--- src/rtl/fm_disc_pkg.sv ---
// rtl/fm_disc_pkg.sv - shared widths, state type and squelch helper for fm_disc
package fm_disc_pkg;

    localparam int PHASE_W = 16;
    localparam int MAG_W   = 16;

    typedef enum logic {
        PRIME = 1'b0,
        RUN   = 1'b1
    } state_t;

    // Squelch closes only once the magnitude falls 1/8 below the open level
    function automatic logic [MAG_W-1:0] close_level(input logic [MAG_W-1:0] thr);
        return thr - (thr >> 3);
    endfunction

endpackage

--- src/rtl/fm_disc_blk_avg.sv ---
// rtl/fm_disc_blk_avg.sv - block accumulator/averager over 2^AVG_LOG2 samples
module fm_disc_blk_avg #(
    parameter int W        = 16,
    parameter int AVG_LOG2 = 4,
    parameter bit SIGNED   = 1'b0
) (
    input  logic         clk,
    input  logic         reset,
    input  logic         clr,
    input  logic         en,
    input  logic [W-1:0] din,
    output logic         done,
    output logic [W-1:0] avg
);

    localparam int AW = W + AVG_LOG2;
    localparam int CW = (AVG_LOG2 > 0) ? AVG_LOG2 : 1;
    localparam logic [CW-1:0] LAST = CW'((1 << AVG_LOG2) - 1);

    logic [AW-1:0] acc;
    logic [AW-1:0] sum;
    logic [CW-1:0] cnt;

    // The average includes the completing sample, so it is formed from acc + din
    generate
        if (SIGNED) begin : g_signed
            assign sum = acc + AW'($signed(din));
            assign avg = W'($signed(sum) >>> AVG_LOG2);
        end else begin : g_unsigned
            assign sum = acc + AW'(din);
            assign avg = W'(sum >> AVG_LOG2);
        end
    endgenerate

    assign done = en && (cnt == LAST);

    // Accumulate accepted samples; restart the block on completion or flush
    always_ff @(posedge clk or negedge reset) begin
        if (!reset) begin
            acc <= '0;
            cnt <= '0;
        end else if (clr) begin
            acc <= '0;
            cnt <= '0;
        end else if (en) begin
            if (cnt == LAST) begin
                acc <= '0;
                cnt <= '0;
            end else begin
                acc <= sum;
                cnt <= cnt + 1'b1;
            end
        end
    end

endmodule

--- src/rtl/fm_disc.sv ---
// rtl/fm_disc.sv - phase-difference FM discriminator with block averaging and squelch
module fm_disc
    import fm_disc_pkg::*;
#(
    parameter int AVG_LOG2 = 4
) (
    input  logic               clk,
    input  logic               reset,
    input  logic               clr,
    input  logic               valid_in,
    input  logic [MAG_W-1:0]   mag,
    input  logic [PHASE_W-1:0] angle,
    input  logic [MAG_W-1:0]   sq_thresh,
    output logic               valid_out,
    output logic [PHASE_W-1:0] freq_out,
    output logic [MAG_W-1:0]   mag_out,
    output logic               sq_open
);

    state_t             state;
    logic [PHASE_W-1:0] prev_angle;
    logic [PHASE_W-1:0] dphi;
    logic [PHASE_W-1:0] favg;
    logic [MAG_W-1:0]   mavg;
    logic               run_en;
    logic               fdone;
    logic               mdone;
    logic               blk_done;
    logic               open_nxt;

    // Only RUN samples form a difference; clr discards the coincident sample
    assign run_en   = valid_in && !clr && (state == RUN);
    assign dphi     = angle - prev_angle;
    assign blk_done = fdone && mdone;

    fm_disc_blk_avg #(
        .W        (PHASE_W),
        .AVG_LOG2 (AVG_LOG2),
        .SIGNED   (1'b1)
    ) u_freq_avg (
        .clk   (clk),
        .reset (reset),
        .clr   (clr),
        .en    (run_en),
        .din   (dphi),
        .done  (fdone),
        .avg   (favg)
    );

    fm_disc_blk_avg #(
        .W        (MAG_W),
        .AVG_LOG2 (AVG_LOG2),
        .SIGNED   (1'b0)
    ) u_mag_avg (
        .clk   (clk),
        .reset (reset),
        .clr   (clr),
        .en    (run_en),
        .din   (mag),
        .done  (mdone),
        .avg   (mavg)
    );

    // Hysteresis: open at or above threshold, close below the lower level, else hold
    always_comb begin
        open_nxt = sq_open;
        if (mavg >= sq_thresh) begin
            open_nxt = 1'b1;
        end else if (mavg < close_level(sq_thresh)) begin
            open_nxt = 1'b0;
        end
    end

    // Prime/run tracking of the previous phase sample
    always_ff @(posedge clk or negedge reset) begin
        if (!reset) begin
            state      <= PRIME;
            prev_angle <= '0;
        end else if (clr) begin
            state      <= PRIME;
        end else if (valid_in) begin
            prev_angle <= angle;
            state      <= RUN;
        end
    end

    // Registered block results; held between completion strobes
    always_ff @(posedge clk or negedge reset) begin
        if (!reset) begin
            valid_out <= 1'b0;
            freq_out  <= '0;
            mag_out   <= '0;
            sq_open   <= 1'b0;
        end else begin
            valid_out <= blk_done;
            if (blk_done) begin
                mag_out  <= mavg;
                sq_open  <= open_nxt;
                freq_out <= open_nxt ? favg : '0;
            end
        end
    end

endmodule

--- config.mk ---
export PLATFORM = sky130hd
export DESIGN_NAME = fm_disc
export DESIGN_NICKNAME = d
export VERILOG_FILES = /design/src/rtl/fm_disc_pkg.sv /design/src/rtl/fm_disc_blk_avg.sv /design/src/rtl/fm_disc.sv
export SDC_FILE = /design/constraint.sdc
export NUM_CORES = 1
export LEC_CHECK = 0
export CAP_MARGIN = 20
export CELL_PAD_IN_SITES_DETAIL_PLACEMENT = 1
export CELL_PAD_IN_SITES_GLOBAL_PLACEMENT = 2
export CORE_ASPECT_RATIO = 1.25
export CORE_MARGIN = 8
export CORE_UTILIZATION = 33
export CTS_CLUSTER_SIZE = 8
export DETAILED_ROUTE_END_ITERATION = 6
export HOLD_SLACK_MARGIN = 0.02
export PLACE_DENSITY = 0.75
export SLEW_MARGIN = 10
export SYNTH_ARGS = -nofsm -noshare
export SYNTH_HDL_FRONTEND = slang
export SYNTH_HIERARCHICAL = 1
export SYNTH_SLANG_ARGS = --single-unit
--- constraint.sdc ---
create_clock -name clk -period 3.49 [get_ports clk]
set_input_delay 0.698 -clock clk [delete_from_list [all_inputs] [get_ports clk]]
set_output_delay 0.698 -clock clk [all_outputs]
set_load 0.02 [all_outputs]
Yosys cells after proc, flatten, opt, wreduce, memory -nomap -nowiden:

Index checks and enable logic that the tools add are counted.

* $add $sub $neg: 6
* $lt $le $gt $ge: 2
* equality and inequality tests: 2
* mux-type cells: 17
* bitwise operators: 1
* reduce and logical (&&, ||, !) cells: 9

Operators by type and width (number)
* 2-to-1 mux 20 bit: 6
* 2-to-1 mux 4 bit: 6
* adder 20 x 16 -> 20 bit: 1
* adder 20 bit: 1
* >= comparator 16 bit: 1
* < comparator 16 bit: 1
* 2-to-1 mux 16 bit: 1
* subtractor 16 x 13 -> 16 bit: 1
* subtractor 16 bit: 1
* adder 4 x 1 -> 4 bit, second input constant: 2
* equality test 4 bit, second input constant: 2
* logical AND 1 bit: 5
* 2-to-1 mux 1 bit: 4
* nonzero test 2 bit: 2
* AND reduction 2 bit: 1
* logical NOT 1 bit: 1
* NOT 1 bit: 1

* bits in registers: 99
* input bits: 52
* output and inout port bits: 34

Longest topological paths before layout:

Gate-level depths: netlist of the first run.

* depth in word-level cells: 5
* mapped depth: 18
* mapped depth without buffers: 17

Modules after synthesis:

Netlist of the first run, hierarchy kept.

By module, submodules not included
* fm_disc: times used 1, cells an instance 445, area each 4075.2 µm², seq. area each 1276.2 µm²
* fm_disc_blk_avg (u_freq_avg): times used 1, cells an instance 229, area each 2068.2 µm², seq. area each 600.6 µm²
* fm_disc_blk_avg (u_mag_avg): times used 1, cells an instance 192, area each 1798.0 µm², seq. area each 600.6 µm²

Worst setup path before layout of the first run:

OpenSTA, ideal clock, no wires.

* kind: input port to flip-flop
* from: input mag[0]
* to: register freq_out[5]
* library setup time: 121 ps
* arrival time: 4113 ps
* path slack: -744 ps
* cell stages on the path: 18
* cells stage by stage: ha_1 inv_1 fa_1 nand2b_1 a21oi_1 a2111oi_0 o31a_2 o21ai_2 nor2b_1 xor2_1 ha_1 and4_1 nand2_1 o21ai_0 a311oi_2 o2bb2ai_2 buf_6 a22o_1

* cells in the longest elaborated chain, start to end: 5

RTL lines
* from (decl): line fm_disc.sv:11 `input logic [MAG_W-1:0] mag,`
* adder 20 x 16 -> 20 bit *: line fm_disc_blk_avg.sv:30 `assign sum = acc + AW'(din);`
* via mavg[14]: line fm_disc.sv:24 `logic [MAG_W-1:0] mavg;`
* < comparator 16 bit: line fm_disc.sv:69 `end else if (mavg < close_level(sq_thresh)) begin`
* 2-to-1 mux 1 bit: line fm_disc.sv:69
* 2-to-1 mux 1 bit *: line fm_disc.sv:67 `if (mavg >= sq_thresh) begin`
* 2-to-1 mux 16 bit *: line fm_disc.sv:99 `freq_out <= open_nxt ? favg : '0;`
* to (signal assigned): line fm_disc.sv:99
* to (decl): line fm_disc.sv:15 `output logic [PHASE_W-1:0] freq_out,`

Mark *: on every way through the listed nets, which the timed path passes. The rest lies on a longest branch.
A chain may end at the register's enable or synchronous reset.

Worst setup path after layout of the first run:

* from: input angle[0]
* to: register u_freq_avg.acc[15]

* cells in the longest elaborated chain, start to end: 5

RTL lines
* from (decl): line fm_disc.sv:12 `input logic [PHASE_W-1:0] angle,`
* subtractor 16 bit: line fm_disc.sv:33 `assign dphi = angle - prev_angle;`
* via dphi[10]: line fm_disc.sv:22 `logic [PHASE_W-1:0] dphi;`
* adder 20 bit: line fm_disc_blk_avg.sv:27 `assign sum = acc + AW'($signed(din));`
* via favg[11]: line fm_disc.sv:23 `logic [PHASE_W-1:0] favg;`
* 2-to-1 mux 20 bit: line fm_disc_blk_avg.sv:46 `if (cnt == LAST) begin`
* 2-to-1 mux 20 bit: line fm_disc_blk_avg.sv:45 `end else if (en) begin`
* 2-to-1 mux 20 bit: line fm_disc_blk_avg.sv:42 `end else if (clr) begin`
* to (signal assigned): line fm_disc_blk_avg.sv:50 `acc <= sum;`
* to (decl): line fm_disc_blk_avg.sv:20 `logic [AW-1:0] acc;`

The timed path passes the listed nets, and every way through them passes these cells. The select of a mux whose other input is x is not followed.

==> results of run 1 <==
metrics by stage:
stage	power (mW)	setup slack, ns
2_1_floorplan	2.38	-0.467
3_3_place_gp	3.22	-1.24
3_5_place_dp	3.27	-1.31
4_1_cts	4.81	-0.448
5_1_grt	5.35	-0.451
6_report	5.05	-0.360
area by class of cell:
class	count	area, um^2	area share, %
inverter	52	198	1.52
tap	325	407	3.12
sequential	99	2480	19.0
multi-input combinational	691	6610	50.8
timing repair buffer	359	3010	23.1
clock buffer	11	253	1.94
clock inverter	5	61.3	0.471
worst max-delay path, cell delays in order:
cell      delay (ns)
buf_6           0.08
inv_4           0.03
ha_4            0.15
fa_2            0.37
nor2b_4         0.16
o31ai_4         0.09
a211oi_2        0.23
buf_4           0.16
nor2_4          0.04
xnor2_2         0.24
ha_4            0.26
a211oi_4        0.25
nor2_2          0.06
o31a_1          0.26
or4_4           0.54
buf_4           0.16
xor2_2          0.15
a22o_1          0.19
sequential cells by signal, indices dropped and copies added, names as in the netlist:
name,count
prev_angle,16
u_mag_avg/acc,20
u_freq_avg/cnt,4
state,1
u_freq_avg/acc,20
mag_out,16
u_mag_avg/cnt,4
valid_out,1
freq_out,16
sq_open,1
worst min path at each step:
stage,from,to,slack (ns),cells after the start
6_report,reset,prev_angle[8],0.36,1
3_3_place_gp,state,state,0.47,2
3_5_place_dp,u_freq_avg/acc[3],u_freq_avg/acc[3],0.49,2
2_1_floorplan,reset,freq_out[0],0.40,0
5_1_grt,reset,prev_angle[8],0.42,1
4_1_cts,reset,prev_angle[8],0.38,1
cells by family after synthesis:
logic type / synth area share (%)
AO/OA/AOI/OAI: 24.4
AND/OR/NAND/NOR: 15.0
adder cells (fa/ha/maj): 16.1
flip-flops: 31.2
buffers and inverters: 4.22
XOR/XNOR: 5.74
multiplexers: 3.31
report_power, final:
group,switching (mW),total [mW],internal [mW]
clock,0.490,1.09,0.599
combinational,1.33,2.73,1.40
sequential,0.0352,1.23,1.19
total,1.86,5.05,3.19
placed cells by master, fill, tap and decap left out, drive strengths merged, types with 6 or more instances in the layout:
| cell type | count |
|---|---|
| buf | 279 |
| dfrtp | 99 |
| ha | 96 |
| nand2 | 65 |
| o21ai | 64 |
| nor2 | 61 |
| a21oi | 52 |
| inv | 51 |
| clkdlybuf4s50 | 45 |
| a22o | 43 |
| a21o | 28 |
| xor2 | 27 |
| xnor2 | 25 |
| mux2 | 18 |
| nand3 | 18 |
| dlygate4sd2 | 17 |
| clkbuf | 16 |
| nor3 | 15 |
| a211oi | 15 |
| nand4 | 14 |
| nand2b | 14 |
| dlymetal6s2s | 13 |
| o21a | 12 |
| nor2b | 9 |
| a31oi | 8 |
| o211ai | 7 |
| and2 | 7 |
| and3 | 7 |
| mux2i | 6 |
| o31ai | 6 |
routing by layer:
layer  track usage (%)  vias up  share of wire, %  wire (um)
met4              8.08        0               2.7        788
met2              37.6      135                55      16000
met1              21.6     4033                39      11400
met5                 0        -                 0          0
met3              2.83       42               3.2        920
li1                  -     3873                 -          -
repair_timing:
action | CTS | global route
pin swaps | 112 | 97
setup buffers | 31 | 21
setup endpoints to repair | 30 | 29
gates cloned | 1 | 0
hold buffers | 0 | 0
hold endpoints to repair | 0 | 0
resized for setup | 184 | 121
==> flow_summary.toml, run 1 <==
[status]
status = "complete, but fails checks"
violations = "negative setup slack"

[placement]
dp.cells = 1478
gp_congestion = 0.852
dp_hpwl_um = 20700
io_buffers = 85
placed_area_um2 = 11000

[logic_synthesis]
ys.flop_type = "dfrtp_1"
ys_seq_area_share_pct = 31.2
netlist_top_cells_count = "dfrtp_1 (99), ha_1 (96), nand2_1 (64), nor2_1 (60), a21oi_1 (52)"
yosys_warnings = 6
avgSynthCellArea_um2 = 9.17
synthCells = 866
synthTopCellsByArea = "dfrtp_1 (31%), ha_1 (15%), a22o_1 (4.7%), a21oi_1 (3.3%), nand2_1 (3.0%)"
yosysMostFrequentCell = "dfrtp_1"
syn_area_um2 = 7940
synth_nets = 1018
synth_edf_count = 0
yosysTopAreaCell = "dfrtp_1"
ys_types = 77
synthDominantCellAreaShare_pct = 31.2
synth-async-reset-ratio_pct = 100
ys_ff_latch = 99

[timing]
max_freq_mhz = 260
slew_violations = 0
whs_ns = 0.361
finalSetupViolCount = 24
period_needed_ns = 3.85
fin_ws_ns = -0.360
skew_ns = 0.0131
hold_viol = 0
slew_headroom_pct = 48.3
setup_tns_ns = -5.38
rsz0062_at_grt = "true"
period_share_pct = 110
tightest_slew_ns = 0.771

[final_layout]
fill_cells = 2597
antenna_cells = 0
stdcell_count = 1542
finish.utilization_pct = 54.9
nets = 1364
drive_gt1_share_pct = 43.1
area_delta_synth_final_pct = 64.0
design_area_um2 = 13000

[floorplanning]
start_util_pct = 33.5
die_x_um = 155
die_h_um = 189
num_rows = 63
dieArea_um2 = 29300
core_um2 = 23700
io_pins = 86

[clock_network]
clockBufferDepth = 2
root_buffer = "clkbuf_16"
cts_sinks = 99
worstSkewPairLatency_ns = 0.37
htreeDepth = 3
clk_pin_slew_ns = 0.07
cts_tree = "done"
cts_buffers = 9

[setup_path]
regToRegEndpoint = "u_freq_avg/acc[15]"
crit_end = "u_freq_avg/acc[15]"
reg2reg_slack_ns = -0.35
crit_start = "angle[0]"
path_class = "in2reg"
crit_fanout = 4
start_kind = "input port"
cp-end-kind = "flop"
r2r_start = "prev_angle[0]"
reg2regPathDepth = 16
crit_required_ns = 3.74
cp.arrival_ns = 4.10

[grt]
grt_overflow = 0
grt_pass1_vias = 9056
antenna_found_initial = 0
grt_pass1_wl_um = 46600
grt_max_degree = 53
grt_use_total_pct = 19.8

[routing]
route.detailed.drc = 0
drt_iter0_drc = 253
ant_nets = 0
vias_per_cell = 5.24
routed_wl_um = 29100
first_pass_iters = 6
num_vias = 8083
wl_per_cell_um = 18.9

[worst_hold_path]
hold_path_class = "in2async"

[flow_run]
maxCapViolCount = 0

[power]
p_per_area_nw_per_um2 = 388
irDropWorstVdd_mv = 0.268
p_leak_nw = 6.15
(Power assumes the default switching activity.)
==> run 2, diff against run 1 <==
--- a/config.mk
+++ b/config.mk
@@ -9,7 +9,6 @@
 export CELL_PAD_IN_SITES_DETAIL_PLACEMENT = 1
 export CELL_PAD_IN_SITES_GLOBAL_PLACEMENT = 2
 export CORE_ASPECT_RATIO = 1.25
-export CORE_MARGIN = 8
 export CORE_UTILIZATION = 33
 export CTS_CLUSTER_SIZE = 8
 export DETAILED_ROUTE_END_ITERATION = 6
==> run 2 against run 1 <==
  * The run ends with design-rule violations, negative setup slack left
  * Critical endpoint unchanged
  * Non-clock buffer count is 27 higher
  * Routed wire length hardly changed
  * Utilization hardly changed
  * Die area is 16% lower
  * Clock skew is 0.0031 ns lower
  * Worst hold slack worse by 0.030 ns
  * Register-to-register slack better by 0.02 ns
==> flow_summary.toml, run 2 (synthesis gave the netlist of run 1 again) <==
[status]
status = "complete, but fails checks"
violations = "design-rule violations, negative setup slack"

[routing]
route.detailed.drc = 2
ant_nets = 0
first_pass_iters = 6
routed_wl_um = 29100
num_vias = 8146
vias_per_cell = 5.30
wl_per_cell_um = 18.9
drt_iter0_drc = 237

[final_layout]
finish.utilization_pct = 54.9
drive_gt1_share_pct = 43.6
area_delta_synth_final_pct = 63.5
final_common_cell = "buf_4"
stdcell_count = 1536
top_regs = "u_freq_avg/acc (20), u_mag_avg/acc (20)"
layout_common_cells = "buf_4 (286), dfrtp_1 (99), nand2_1 (60)"
nets = 1391
antenna_cells = 0

[worst_hold_path]
hold_path_class = "in2async"

[power]
power.share.switching_pct = 38.1
seq_power_share_pct = 24.9
intPower_mw = 3.05
p_leak_nw = 6.14
p_per_area_nw_per_um2 = 380
switching_power_mw = 1.88
irDropWorstVdd_mv = 0.242
combPwrFrac_pct = 54.3
power_frac_clock_pct = 20.8

[timing]
setup_tns_ns = -5.33
fin_ws_ns = -0.355
slew_violations = 0
max_freq_mhz = 260
rsz0062_at_grt = "true"
skew_ns = 0.00998
slew_headroom_pct = 59.0
period_share_pct = 110
period_needed_ns = 3.85
hold_viol = 0
finalSetupViolCount = 23
tightest_slew_ns = 0.611

[clock_network]
htreeDepth = 3
clockBufferDepth = 2
cts_hold_buf = 0
cts_tree = "done"
root_buffer = "clkbuf_16"
cts_sinks = 99
cts_buffers = 9
clk_pin_slew_ns = 0.08
worstSkewPairLatency_ns = 0.37

[setup_path]
path_class = "in2reg"
cp.arrival_ns = 4.10
crit_start = "angle[1]"
r2r_start = "prev_angle[1]"
crit_fanout = 4
cp-end-kind = "flop"
crit_required_ns = 3.75
crit_slowest_cell = "or4_4"
start_kind = "input port"
cpPeakStageDelay_ns = 0.55
crit_chain = "buf_2, ha_4, nor2b_4, o31a_1, nor3_4, o21ai_2, or4_4, nand4_1, ha_4, and3_4, nand2_4, and3b_1, or4_4, buf_4, xor2_2, a22o_1"

[grt]
antenna_found_initial = 0
grt_overflow = 0
grt_use_total_pct = 23.2
grt_max_degree = 52
grt_pass1_wl_um = 45000
grt_pass1_vias = 8720

[placement]
dp_hpwl_um = 20600
io_buffers = 85
gp_congestion = 0.872
dp.cells = 1472

[floorplanning]
dieArea_um2 = 24700
num_rows = 63
start_util_pct = 33.6
io_pins = 86
die_x_um = 141
die_h_um = 175
core_um2 = 23600

[flow_run]
maxCapViolCount = 0
==> run 2: changes by cell type in the layout (fill, tap and decap cells not counted), sizes merged, moves of 2 or more <==
cell	previous run	this run
clkinv	5	3
inv	51	54
clkinvlp	0	2
dlymetal6s2s	13	3
clkdlybuf4s50	45	48
buf	279	307
clkdlybuf4s15	0	4
==> run 2: layout make-up <==
class	count	area, um^2
clock buffers	9	225
repair buffers	386	3110
inverters	52	195
well taps	292	365
clock inverters	7	60.1
multi-input cells	691	6550
fillers	2631	10700
flip-flops and latches	99	2480
==> run 2: metal layers <==
metal,vias up,wire [um],GRT usage (%)
met5,-,0,0
met4,0,842,8.56
met3,46,629,2.40
met2,131,16200,45.4
met1,4040,11400,25.5
li1,3929,-,-
==> run 2: power by group through the flow <==
stage | Combinational (mW) | Clock [mW] | Sequential [mW]
floorplan | 1.14 | 0 | 1.24
global placement | 2.01 | 0 | 1.24
detailed placement | 2.06 | 0 | 1.24
CTS | 2.38 | 1.06 | 1.23
global route | 2.89 | 1.10 | 1.23
finish | 2.68 | 1.03 | 1.23
==> run 2: what timing repair did <==
item / 4_1_cts / 5_1_grt
cloned: 1 / 0
pin swaps: 93 / 93
buffers inserted: 27 / 23
gates resized for setup: 184 / 97
endpoints found under the setup margin: 31 / 30
==> run 2: final timing paths <==
kind,end,slack [ns],depth (start not counted)
worst max register to register,u_freq_avg/acc[15],-0.33,16
max in group asynchronous,u_mag_avg/acc[0],2.29,3
worst min register to register,u_freq_avg/acc[18],0.50,2
worst min-delay path,prev_angle[8],0.33,1
worst max-delay path,u_freq_avg/acc[15],-0.36,16
min in group clk,u_freq_avg/acc[18],0.50,2
==> run 2: critical path, delay by kind of cell <==
family | cells | cell delay (ns)
AND/OR/NAND/NOR | 8 | 1.91
AO/OA/AOI/OAI | 3 | 0.58
adder cells (fa/ha/maj) | 2 | 0.49
buffers and inverters | 2 | 0.29
XOR/XNOR | 1 | 0.15
==> run 2: metrics by stage <==
stage | setup slack [ns] | instance area (um^2) | power, mW | hold slack [ns]
6_report | -0.355 | 13000 | 4.93 | 0.331
2_1_floorplan | -0.467 | 8140 | 2.38 | 0.402
3_5_place_dp | -1.35 | 11100 | 3.30 | 0.486
5_1_grt | -0.443 | 13000 | 5.23 | 0.374
3_3_place_gp | -1.25 | 11100 | 3.25 | 0.471
4_1_cts | -0.378 | 12400 | 4.66 | 0.339
==> run 3, diff against run 2 <==
--- a/config.mk
+++ b/config.mk
@@ -5,6 +5,7 @@
 export SDC_FILE = /design/constraint.sdc
 export NUM_CORES = 1
 export LEC_CHECK = 0
+export ABC_AREA = 0
 export CAP_MARGIN = 20
 export CELL_PAD_IN_SITES_DETAIL_PLACEMENT = 1
 export CELL_PAD_IN_SITES_GLOBAL_PLACEMENT = 2
==> constraint.sdc (replaced) <==
create_clock -name clk -period 3.13 [get_ports clk]
set_input_delay 0.626 -clock clk [delete_from_list [all_inputs] [get_ports clk]]
set_output_delay 0.626 -clock clk [all_outputs]
set_load 0.02 [all_outputs]
==> run 3 against run 2 <==
  * The run ends with negative setup slack left
  * Combinational power is 20% higher
  * Cell count is the same
  * Setup slack worse by 0.42 ns
  * Count of clock-buffer cells in the layout is the same
  * Clock power grew 15%
  * First-iteration DRC count rose by 0.42%
  * Largest cell class unchanged
==> flow_summary.toml, run 3 (synthesis gave the netlist of run 1 again) <==
[timing]
slew_violations = 0
max_freq_mhz = 256
slew_headroom_pct = 50.6
whs_ns = 0.305
tightest_slew_ns = 0.740
rsz0062_at_grt = "true"
finalSetupViolCount = 31
skew_ns = 0.0197
period_needed_ns = 3.90
hold_viol = 0
period_share_pct = 125
fin_ws_ns = -0.775

[routing]
first_pass_iters = 4
wl_per_cell_um = 19.0
route.detailed.drc = 0
vias_per_cell = 5.31
num_vias = 8154
routed_wl_um = 29100
ant_nets = 0
drt_iter0_drc = 238

[grt]
grt_pass1_wl_um = 44700
grt_overflow = 0
antenna_found_initial = 0
grt_use_total_pct = 23.0
grt_max_degree = 52
grt_pass1_vias = 8725

[final_layout]
antenna_cells = 0
nets = 1391
final_common_cell = "buf_4"
layout_common_cells = "buf_4 (269), dfrtp_1 (99), ha_1 (61)"
area_delta_synth_final_pct = 64.9
top_regs = "u_freq_avg/acc (20), u_mag_avg/acc (20)"
drive_gt1_share_pct = 42.5

[floorplanning]
die_x_um = 141
die_h_um = 175
dieArea_um2 = 24700
num_rows = 63
core_um2 = 23600
io_pins = 86
start_util_pct = 33.6

[placement]
dp_hpwl_um = 20700
gp_congestion = 0.860
post-place-ws_ns = -1.64
io_buffers = 85

[setup_path]
path_class = "in2reg"
cp.arrival_ns = 4.17
crit_required_ns = 3.39
start_kind = "input port"
crit_fanout = 3
cp-end-kind = "flop"

[worst_hold_path]
hold_path_class = "in2async"

[status]
status = "complete, but fails checks"
violations = "negative setup slack"

[clock_network]
clockBufferDepth = 2
cts_tree = "done"
cts_buffers = 9
worstSkewPairLatency_ns = 0.37
root_buffer = "clkbuf_16"
cts_sinks = 99
cts_hold_buf = 0
clk_pin_slew_ns = 0.08
htreeDepth = 3

[flow_run]
maxCapViolCount = 0

[power]
p_per_area_nw_per_um2 = 441
p_leak_nw = 6.27
irDropWorstVdd_mv = 0.349
==> run 3: timing repair <==
| item | CTS | global route |
|---|---|---|
| buffers inserted | 31 | 22 |
| pin swaps | 106 | 60 |
| hold endpoints to repair | 0 | 0 |
| resized for setup | 176 | 91 |
| endpoints found under the setup margin | 33 | 32 |
| gates cloned | 1 | 0 |
==> run 3: path summary, 6_finish.rpt <==
path | from | endpoint | slack [ns] | depth (start not counted)
worst min-delay path | reset | prev_angle[6] | 0.31 | 1
max in group asynchronous | reset | mag_out[11] | 2.12 | 2
worst max-delay path | angle[8] | freq_out[12] | -0.77 | 17
worst max register to register | prev_angle[0] | freq_out[13] | -0.76 | 16
worst min register to register | state | state | 0.50 | 2
min in group clk | state | state | 0.50 | 2
==> run 3: per-layer routing <==
layer | GRT usage [%] | wire length (um)
met2 | 45.2 | 16200
met1 | 25.0 | 11400
met4 | 6.75 | 753
met5 | 0 | 0
met3 | 3.49 | 724
==> run 3: worst max-delay path, stage by stage <==
cell and delay (ns):
dlygate4sd2_1 0.27, ha_4 0.24, a21o_1 0.19, a21o_1 0.19, a21oi_2 0.14, o21ai_2 0.10, or4_1 0.41, nand4_1 0.18
ha_4 0.25, buf_6 0.12, o21a_1 0.19, buf_6 0.13, o21a_1 0.18, o22a_1 0.26, a211oi_4 0.37, xnor2_2 0.14
a22o_1 0.19
==> run 3: area by class of cell <==
cell class	instances	area, um^2
multi-input cells	690	6490
flip-flops and latches	99	2480
inverters	52	208
clock buffers	9	225
well taps	292	365
fillers	2630	10500
clock inverters	7	76.3
repair buffers	387	3260
==> run 3: report_power, final <==
group	total, mW	leakage, nW	switching, mW	internal (mW)
logic	3.22	4.78	1.56	1.65
clock network	1.18	0.142	0.558	0.626
registers	1.37	1.35	0.0381	1.33
==> run 3: stage by stage <==
step                      TNS (ns)  power (mW)  instance area [um^2]  instances  util (%)
after CTS                   -16.22        5.39                 12500       1518      52.9
after global placement      -45.91        3.69                 11200       1471      47.3
after detailed placement    -48.76        3.75                 11200       1471      47.3
after global routing        -21.32        6.09                 13100       1536      55.4
after floorplan             -13.74        2.68                  8190        866         -
final                       -17.09        5.77                 13100       1536      55.4
